**src/rtl/seq_detect_ctrl.sv**
```systemverilog
// Word-fed serial pattern detector: accepts words over valid/ready, shifts them MSB-first
// through a programmable pattern matcher, and reports match position plus a saturating count.
module seq_detect_ctrl #(
    parameter int WORD_W = 8,
    parameter int PAT_W  = 4,
    parameter int CNT_W  = 8
) (
    input  logic                      clk,
    input  logic                      rst,
    input  logic                      cfg_we,
    input  logic [PAT_W-1:0]          cfg_pattern,
    input  logic                      cfg_overlap,
    input  logic                      s_valid,
    output logic                      s_ready,
    input  logic [WORD_W-1:0]         s_data,
    input  logic                      s_last,
    input  logic                      cnt_clr,
    output logic                      match,
    output logic [$clog2(WORD_W)-1:0] match_pos,
    output logic [CNT_W-1:0]          match_count,
    output logic                      busy
);

    localparam int POS_W  = $clog2(WORD_W);
    localparam int FILL_W = $clog2(PAT_W + 1);

    typedef enum logic {IDLE, SHIFT} state_t;

    state_t              state_q;
    logic [WORD_W-1:0]   sreg_q;
    logic [POS_W-1:0]    idx_q;
    logic                last_q;
    logic [PAT_W-1:0]    pat_q;
    logic                ovl_q;
    logic [PAT_W-1:0]    hist_q;
    logic [FILL_W-1:0]   fill_q;
    logic                match_q;
    logic [POS_W-1:0]    pos_q;
    logic [CNT_W-1:0]    cnt_q;

    logic                bit_c;
    logic [PAT_W-1:0]    hist_d;
    logic [FILL_W-1:0]   fill_d;
    logic                hit;
    logic                word_end;
    logic                cnt_sat;

    always_comb begin
        bit_c    = sreg_q[WORD_W-1];
        hist_d   = (hist_q << 1) | PAT_W'(bit_c);
        fill_d   = (fill_q == FILL_W'(PAT_W)) ? fill_q : fill_q + FILL_W'(1);
        hit      = (state_q == SHIFT) && (fill_d == FILL_W'(PAT_W)) && (hist_d == pat_q);
        word_end = (idx_q == POS_W'(WORD_W - 1));
        cnt_sat  = &cnt_q;
    end

    always_ff @(posedge clk) begin
        if (!rst) begin
            state_q <= IDLE;
            sreg_q  <= '0;
            idx_q   <= '0;
            last_q  <= 1'b0;
            pat_q   <= PAT_W'(4'b1010);
            ovl_q   <= 1'b1;
            hist_q  <= '0;
            fill_q  <= '0;
            match_q <= 1'b0;
            pos_q   <= '0;
            cnt_q   <= '0;
        end else begin
            match_q <= 1'b0;
            // Clear beats increment; the match pulse itself is unaffected.
            if (cnt_clr)
                cnt_q <= '0;
            else if (hit && !cnt_sat)
                cnt_q <= cnt_q + CNT_W'(1);

            case (state_q)
                IDLE: begin
                    if (cfg_we) begin
                        pat_q  <= cfg_pattern;
                        ovl_q  <= cfg_overlap;
                        hist_q <= '0;
                        fill_q <= '0;
                    end else if (s_valid) begin
                        sreg_q  <= s_data;
                        last_q  <= s_last;
                        idx_q   <= '0;
                        state_q <= SHIFT;
                    end
                end
                SHIFT: begin
                    sreg_q <= sreg_q << 1;
                    idx_q  <= idx_q + POS_W'(1);
                    hist_q <= hist_d;
                    // Non-overlap mode forgets the completing bits so they cannot seed another hit.
                    fill_q <= (hit && !ovl_q) ? '0 : fill_d;
                    if (hit) begin
                        match_q <= 1'b1;
                        pos_q   <= idx_q;
                    end
                    if (word_end) begin
                        state_q <= IDLE;
                        if (last_q) begin
                            hist_q <= '0;
                            fill_q <= '0;
                        end
                    end
                end
                default: state_q <= IDLE;
            endcase
        end
    end

    assign s_ready     = rst && (state_q == IDLE) && !cfg_we;
    assign busy        = (state_q == SHIFT);
    assign match       = match_q;
    assign match_pos   = pos_q;
    assign match_count = cnt_q;

endmodule

```
**config.mk**
```make
export PLATFORM = sky130hd
export DESIGN_NAME = seq_detect_ctrl
export DESIGN_NICKNAME = d
export VERILOG_FILES = /design/src/rtl/seq_detect_ctrl.sv
export SDC_FILE = /design/constraint.sdc
export NUM_CORES = 1
export LEC_CHECK = 0
export CAP_MARGIN = 5
export CORE_ASPECT_RATIO = 0.7
export CORE_UTILIZATION = 35
export CTS_BUF_LIST = sky130_fd_sc_hd__clkbuf_16
export CTS_CLUSTER_DIAMETER = 60
export DETAILED_ROUTE_END_ITERATION = 8
export PLACE_DENSITY_LB_ADDON = 0.3
export SKIP_LAST_GASP = 1
export SYNTH_ARGS = -nofsm -noshare
export SYNTH_HDL_FRONTEND = slang
export SYNTH_SLANG_ARGS = --single-unit
```
**constraint.sdc**
```tcl
create_clock -name clk -period 3.5 [get_ports clk]
set_input_delay 0.35 -clock clk [delete_from_list [all_inputs] [get_ports clk]]
set_output_delay 0.35 -clock clk [all_outputs]
set_load 0.005 [all_outputs]
```
# Word level (Yosys, flattened, before mapping)
# Cells that the tools add are included.
# W data, S select, Z words.
totals:
  ff_bits: 36
  output_inout_bits: 14
classes:
  addsub: 3
  n_eq_ne: 7
  n_mux: 21
  bitwise_logic: 4
  n_reduce_logical: 16
op_table:
  columns: ["cell", "n"]
  rows:
  - ["$mux W3", 10]
  - ["$pmux W3 S2", 3]
  - ["$mux W8", 2]
  - ["$pmux W8 S2", 1]
  - ["$eq A3 B3 Y1 const B", 3]
  - ["$add A8 B1 Y8 const B", 1]
  - ["$reduce_and A2 Y1", 4]
  - ["$reduce_and A8 Y1", 1]
  - ["$add A3 B1 Y3 const B", 2]
  - ["$logic_and A1 B1 Y1", 6]
  - ["$ne A2 B2 Y1 const B", 3]
  - ["$eq A4 B4 Y1", 1]
  - ["$mux W1", 4]
  - ["$or A4 B1 Y4", 1]
  - ["$logic_not A1 Y1", 3]
  - ["$not A1 Y1", 3]
  - ["$reduce_and A3 Y1", 1]
  - ["$pmux W1 S2", 1]
  - ["$reduce_or A2 Y1", 1]

# Logic depth before layout (Yosys ltp)
logic_depth:
  word_depth: 10
  mapped_depth: 8
  depth_no_buf: 7

# Worst setup path after synthesis
# OpenSTA, ideal clock, no wires.
synth_path:
  kind: "register -> register"
  startpoint: "reg fill_q[0]"
  endpoint: "reg cnt_q[4], in the netlist match_count[4]"
  setup_ps: 74
  arrival_time_ps: 2044
  required_time_ps: 3426
  slack_ps: 1381
  stages_incl_launch_ff: 9
  period_less_slack_ps: 2119
  path_cell_list: "dfxtp_1 -> inv_1 -> ha_1 -> a21boi_2 -> o2111ai_2 -> or4_1 -> clkbuf_2 -> or4_1 -> o21ai_0"
synth_between:
  elab_chain_cells: 6
synth_lines:
  columns: ["element", "line", "text"]
  rows:
  - ["start, declared", "36", "logic [FILL_W-1:0] fill_q;"]
  - ["start signal, assigned", "97", "fill_q <= (hit && !ovl_q) ? '0 : fill_d;"]
  - ["$add A3 B1 Y3 or $eq A3 B3 Y1 (tied branches)", "51", "fill_d = (fill_q == FILL_W'(PAT_W)) ? fill_q : fill_q + FILL_W'(1);"]
  - ["$mux W3 *", "51", null]
  - ["$eq A3 B3 Y1 *", "52", "hit = (state_q == SHIFT) && (fill_d == FILL_W'(PAT_W)) && (hist_d == pat_q);"]
  - ["$logic_and A1 B1 Y1 * (2 in series)", "52", null]
  - ["$logic_and A1 B1 Y1 *", "75", "else if (hit && !cnt_sat)"]
  - ["end signal, assigned", "76", "cnt_q <= cnt_q + CNT_W'(1);"]
  - ["end, declared", "39", "logic [CNT_W-1:0] cnt_q;"]
# Mark *: on every way between the ends. The rest lies on a longest branch, timed or not.
# A chain may end at the register's enable or synchronous reset.

# Final worst setup path
layout_path:
  startpoint: "reg state_q, in the netlist busy"
  endpoint: "out s_ready"
layout_between:
  elab_chain_cells: 3
layout_lines:
  columns: ["element", "line", "text"]
  rows:
  - ["start, declared", "29", "state_t state_q;"]
  - ["start signal, assigned", "59", "state_q <= IDLE;"]
  - ["start signal, assigned", "89", "state_q <= SHIFT;"]
  - ["start signal, assigned", "103", "state_q <= IDLE;"]
  - ["$not A1 Y1", null, null]
  - ["$logic_and A1 B1 Y1 (2 in series)", "115", "assign s_ready = rst && (state_q == IDLE) && !cfg_we;"]
  - ["end, declared", "14", "output logic s_ready,"]
# Every way passes these cells.

==> impl_table.tex <==
\begin{tabular}{lr}
\hline
Metric & Value \\
\hline
\multicolumn{2}{l}{\textbf{Worst setup path}} \\
\quad Critical path data required time & 3150 ps \\
\quad Worst path top cell family by delay & simple AND/OR/NAND/NOR gates \\
\quad Worst-path cell chain & nand2b\_1, nor2\_1, clkdlybuf4s50\_1 \\
\quad Critical Path Source Type & register \\
\quad Type of the setup path with the least slack & register to output port \\
\quad Standard cell with the maximum stage delay on the critical path & clkdlybuf4s50\_1 \\
\quad Worst Path Buf+Inv & 1 \\
\quad Launch point of the worst reg-to-reg path & busy\$\_SDFF\_PN0\_ \\
\quad Setup crit start & busy\$\_SDFF\_PN0\_ \\
\quad Arr. time, crit path & 2050 ps \\
\quad Maximum fanout along the worst path & 27 \\
\quad Biggest cell delay along the critical path & 590 ps \\
\quad Critical path capture point type & output port \\
\multicolumn{2}{l}{\textbf{Final layout}} \\
\quad Post-synthesis to final-layout area growth & 30.6\% \\
\quad Post-route cell area & 2170 µm² \\
\quad Most common cell after layout, fill and taps aside & dfxtp\_1 \\
\quad Antenna diode instance count & 0 \\
\quad Proportion of layout cells with a drive suffix above 1 & 6.45\% \\
\quad Filler cell count in the final layout & 447 \\
\quad Most frequent cells in the layout & dfxtp\_1, clkdlybuf4s50\_1, nand2\_1 \\
\quad Final nets & 240 \\
\quad Final core utilization & 48.7\% \\
\multicolumn{2}{l}{\textbf{Drt}} \\
\quad Total via count after detailed routing & 1324 \\
\quad Number of iterations in the first detailed-routing pass & 4 \\
\quad Ratio of routed vias to standard cells & 4.87 \\
\quad Number of remaining DRC errors & 0 \\
\quad Number of antenna-violating nets in the routed design & 0 \\
\quad Post-detailed-route wirelength per cell & 12.2 µm \\
\quad Routed wire length & 3330 µm \\
\quad Number of DRC markers in iteration 0 & 68 \\
\multicolumn{2}{l}{\textbf{STA}} \\
\quad Setup skew after layout & 3.51 ps \\
\quad Setup repair after global routing missed its margin & no \\
\quad Max transition margin & 36.1\% \\
\quad Final Hold Vio Count & 0 \\
\quad Achievable Freq & 416 MHz \\
\quad Count of final setup violators & 0 \\
\quad Final period demand of the worst path & 2400 ps \\
\quad Pin slew with the least headroom to its limit & 951 ps \\
\quad Setup tns final & 0 ps \\
\quad Max Transition Viols Final & 0 \\
\quad Tcrit/Tclk final & 68.6\% \\
\quad Worst Slack Setup Final & 1100 ps \\
\multicolumn{2}{l}{\textbf{Clocking}} \\
\quad Clock slew at reported path FFs & 50 ps \\
\quad CTS tree & done \\
\quad Maximum level of the CTS H-tree & 2 \\
\quad Hold Buf Count CTS & 0 \\
\quad Clock insertion delay at the later pin of the skew report & 280 ps \\
\quad CTS Root Buffer Type & clkbuf\_16 \\
\quad Number of sinks handled by clock tree synthesis & 36 \\
\quad Maximum number of buffers from clock root to sink & 2 \\
\quad CTS buffer count & 5 \\
\quad Number of setup buffers added after CTS & 0 \\
\quad Number of resized instances in the post-cts repair step & 0 \\
\multicolumn{2}{l}{\textbf{Status}} \\
\quad Outcome & completed \\
\multicolumn{2}{l}{\textbf{Placement}} \\
\quad Instance area at placement & 2030 µm² \\
\quad Worst setup slack before clock tree synthesis & 1120 ps \\
\quad Placer's final routability congestion estimate & 0.725 \\
\quad Count of buffers from port buffering & 32 \\
\quad Post-DP HPWL & 2350 µm \\
\multicolumn{2}{l}{\textbf{Power and ir drop}} \\
\quad Total power divided by cell area & 431 nW/µm² \\
\quad Worst vdd ir & 0.209 mV \\
\quad Static leakage & 0.811 nW \\
\multicolumn{2}{l}{\textbf{Die}} \\
\quad Vertical die dimension & 59.6 µm \\
\quad Starting Density & 37.2\% \\
\quad Horiz. Die Dim & 84.3 µm \\
\quad Core outline area & 4450 µm² \\
\quad FP Rows & 20 \\
\quad Floorplan die area & 5020 µm² \\
\quad Number of top-level design ports & 33 \\
\multicolumn{2}{l}{\textbf{Yosys}} \\
\quad Number of different library cells in the post-synthesis netlist & 36 \\
\quad Avg Cell Area, Syn & 9.07 µm² \\
\quad Total standard cell area after synthesis & 1660 µm² \\
\quad Post-synth ARST share & 0\% \\
\quad Sequential share of the synthesized area & 43.4\% \\
\quad Mapped Cells & 183 \\
\quad Number of synthesized flops with an enable pin & 0 \\
\quad Most frequently used flop master after synthesis & dfxtp\_1 \\
\quad Yosys warns & 0 \\
\quad Flip-flop and latch count after synthesis & 36 \\
\quad Net count after synthesis & 207 \\
\multicolumn{2}{l}{\textbf{GRT}} \\
\quad GR Util All Layers & 14.9\% \\
\quad Vias in the first global route & 1207 \\
\quad Antenna violations before repair & 0 \\
\quad Largest net degree at the start of global routing & 28 \\
\quad Remaining Overflow, GRT & 0 \\
\quad First-pass GRT wire length & 5640 µm \\
\multicolumn{2}{l}{\textbf{Run}} \\
\quad Max Cap Viol & 0 \\
\multicolumn{2}{l}{\textbf{Min path}} \\
\quad HP Start & match\_pos[2]\$\_SDFFE\_PN0P\_ \\
\quad Worst min path class & register to register \\
\hline
\end{tabular}
[synthesized netlist by cell type, drive strengths merged (3+ instances only)]
| library cell | n | area [µm²] |
|---|---|---|
| buf | 3 | 18.8 |
| a22o | 5 | 43.8 |
| and3 | 3 | 18.8 |
| dfxtp | 36 | 721 |
| clkbuf | 6 | 25.0 |
| and2 | 9 | 57.6 |
| xnor2 | 5 | 43.8 |
| mux2i | 16 | 160 |
| nand2b | 3 | 18.8 |
| ha | 5 | 62.6 |
| nor2b | 10 | 62.6 |
| nor2 | 7 | 26.3 |
| nand3 | 5 | 25.0 |
| a21oi | 8 | 40.0 |
| nand2 | 23 | 86.3 |
| o21ai | 16 | 80.1 |
| inv | 4 | 15.0 |
[kinds of logic after synthesis]
logic type | Yosys count | synth area share, %
buffers and inverters | 13 | 3.54
AND/OR/NAND/NOR | 74 | 24.0
AO/OA/AOI/OAI | 34 | 13.0
multiplexers | 16 | 9.65
flip-flops | 36 | 43.4
XOR/XNOR | 5 | 2.64
adder cells (fa/ha/maj) | 5 | 3.77
[path summary, 6_finish.rpt]
path / end / slack, ps / depth (start not counted)
min reg2reg: match_pos[2]$_SDFFE_PN0P_ / 470 / 2
min: match_pos[2]$_SDFFE_PN0P_ / 470 / 2
max: s_ready / 1100 / 3
max reg2reg: match_count[4]$_SDFFE_PP0P_ / 1120 / 4
[worst min-delay path, delay by kind of cell, from the launching register on]
family | cells | cell delay [ps]
DFF | 1 | 310
and+or+nand+nor | 1 | 50
AOI/OAI and AO/OA | 1 | 60
[registers in the layout, indices dropped and copies added, names as in the netlist]
| signal | count |
|---|---|
| match_count | 8 |
| sreg_q | 8 |
| pat_q | 4 |
| fill_q | 3 |
| hist_q | 3 |
| idx_q | 3 |
| match_pos | 3 |
| busy | 1 |
| last_q | 1 |
| match | 1 |
| ovl_q | 1 |
[layout make-up]
cell class,instances,area [µm²],area share (%)
Multi-Input combinational cell,134,880,40.6
Sequential cell,36,721,33.3
Timing Repair Buffer,35,343,15.8
Clock buffer,5,125,5.77
Tap cell,55,68.8,3.18
Clock inverter,3,15.0,0.693
Inverter,4,15.0,0.693
[through the flow]
stage / std cells / hold slack [ps] / total power [mW]
finish: 272 / 466 / 0.933
detailed placement: 264 / 460 / 0.523
global route: 272 / 496 / 0.980
global placement: 264 / 460 / 0.522
floorplan: 183 / 441 / 0.490
CTS: 272 / 472 / 0.948
[layer usage]
layer	up-vias	share of wire (%)	track usage, %
li1	700	-	-
met1	593	55	20.3
met2	23	39	20.7
met3	8	4.1	5.29
met4	0	2.0	7.39
met5	-	0	0
[where the power goes]
part	internal [mW]	switching, mW	total [mW]
sequential	0.423	0.0127	0.435
clock	0.258	0.162	0.420
combinational	0.0462	0.0316	0.0779
total	0.727	0.206	0.933
(Power assumes the default switching activity.)
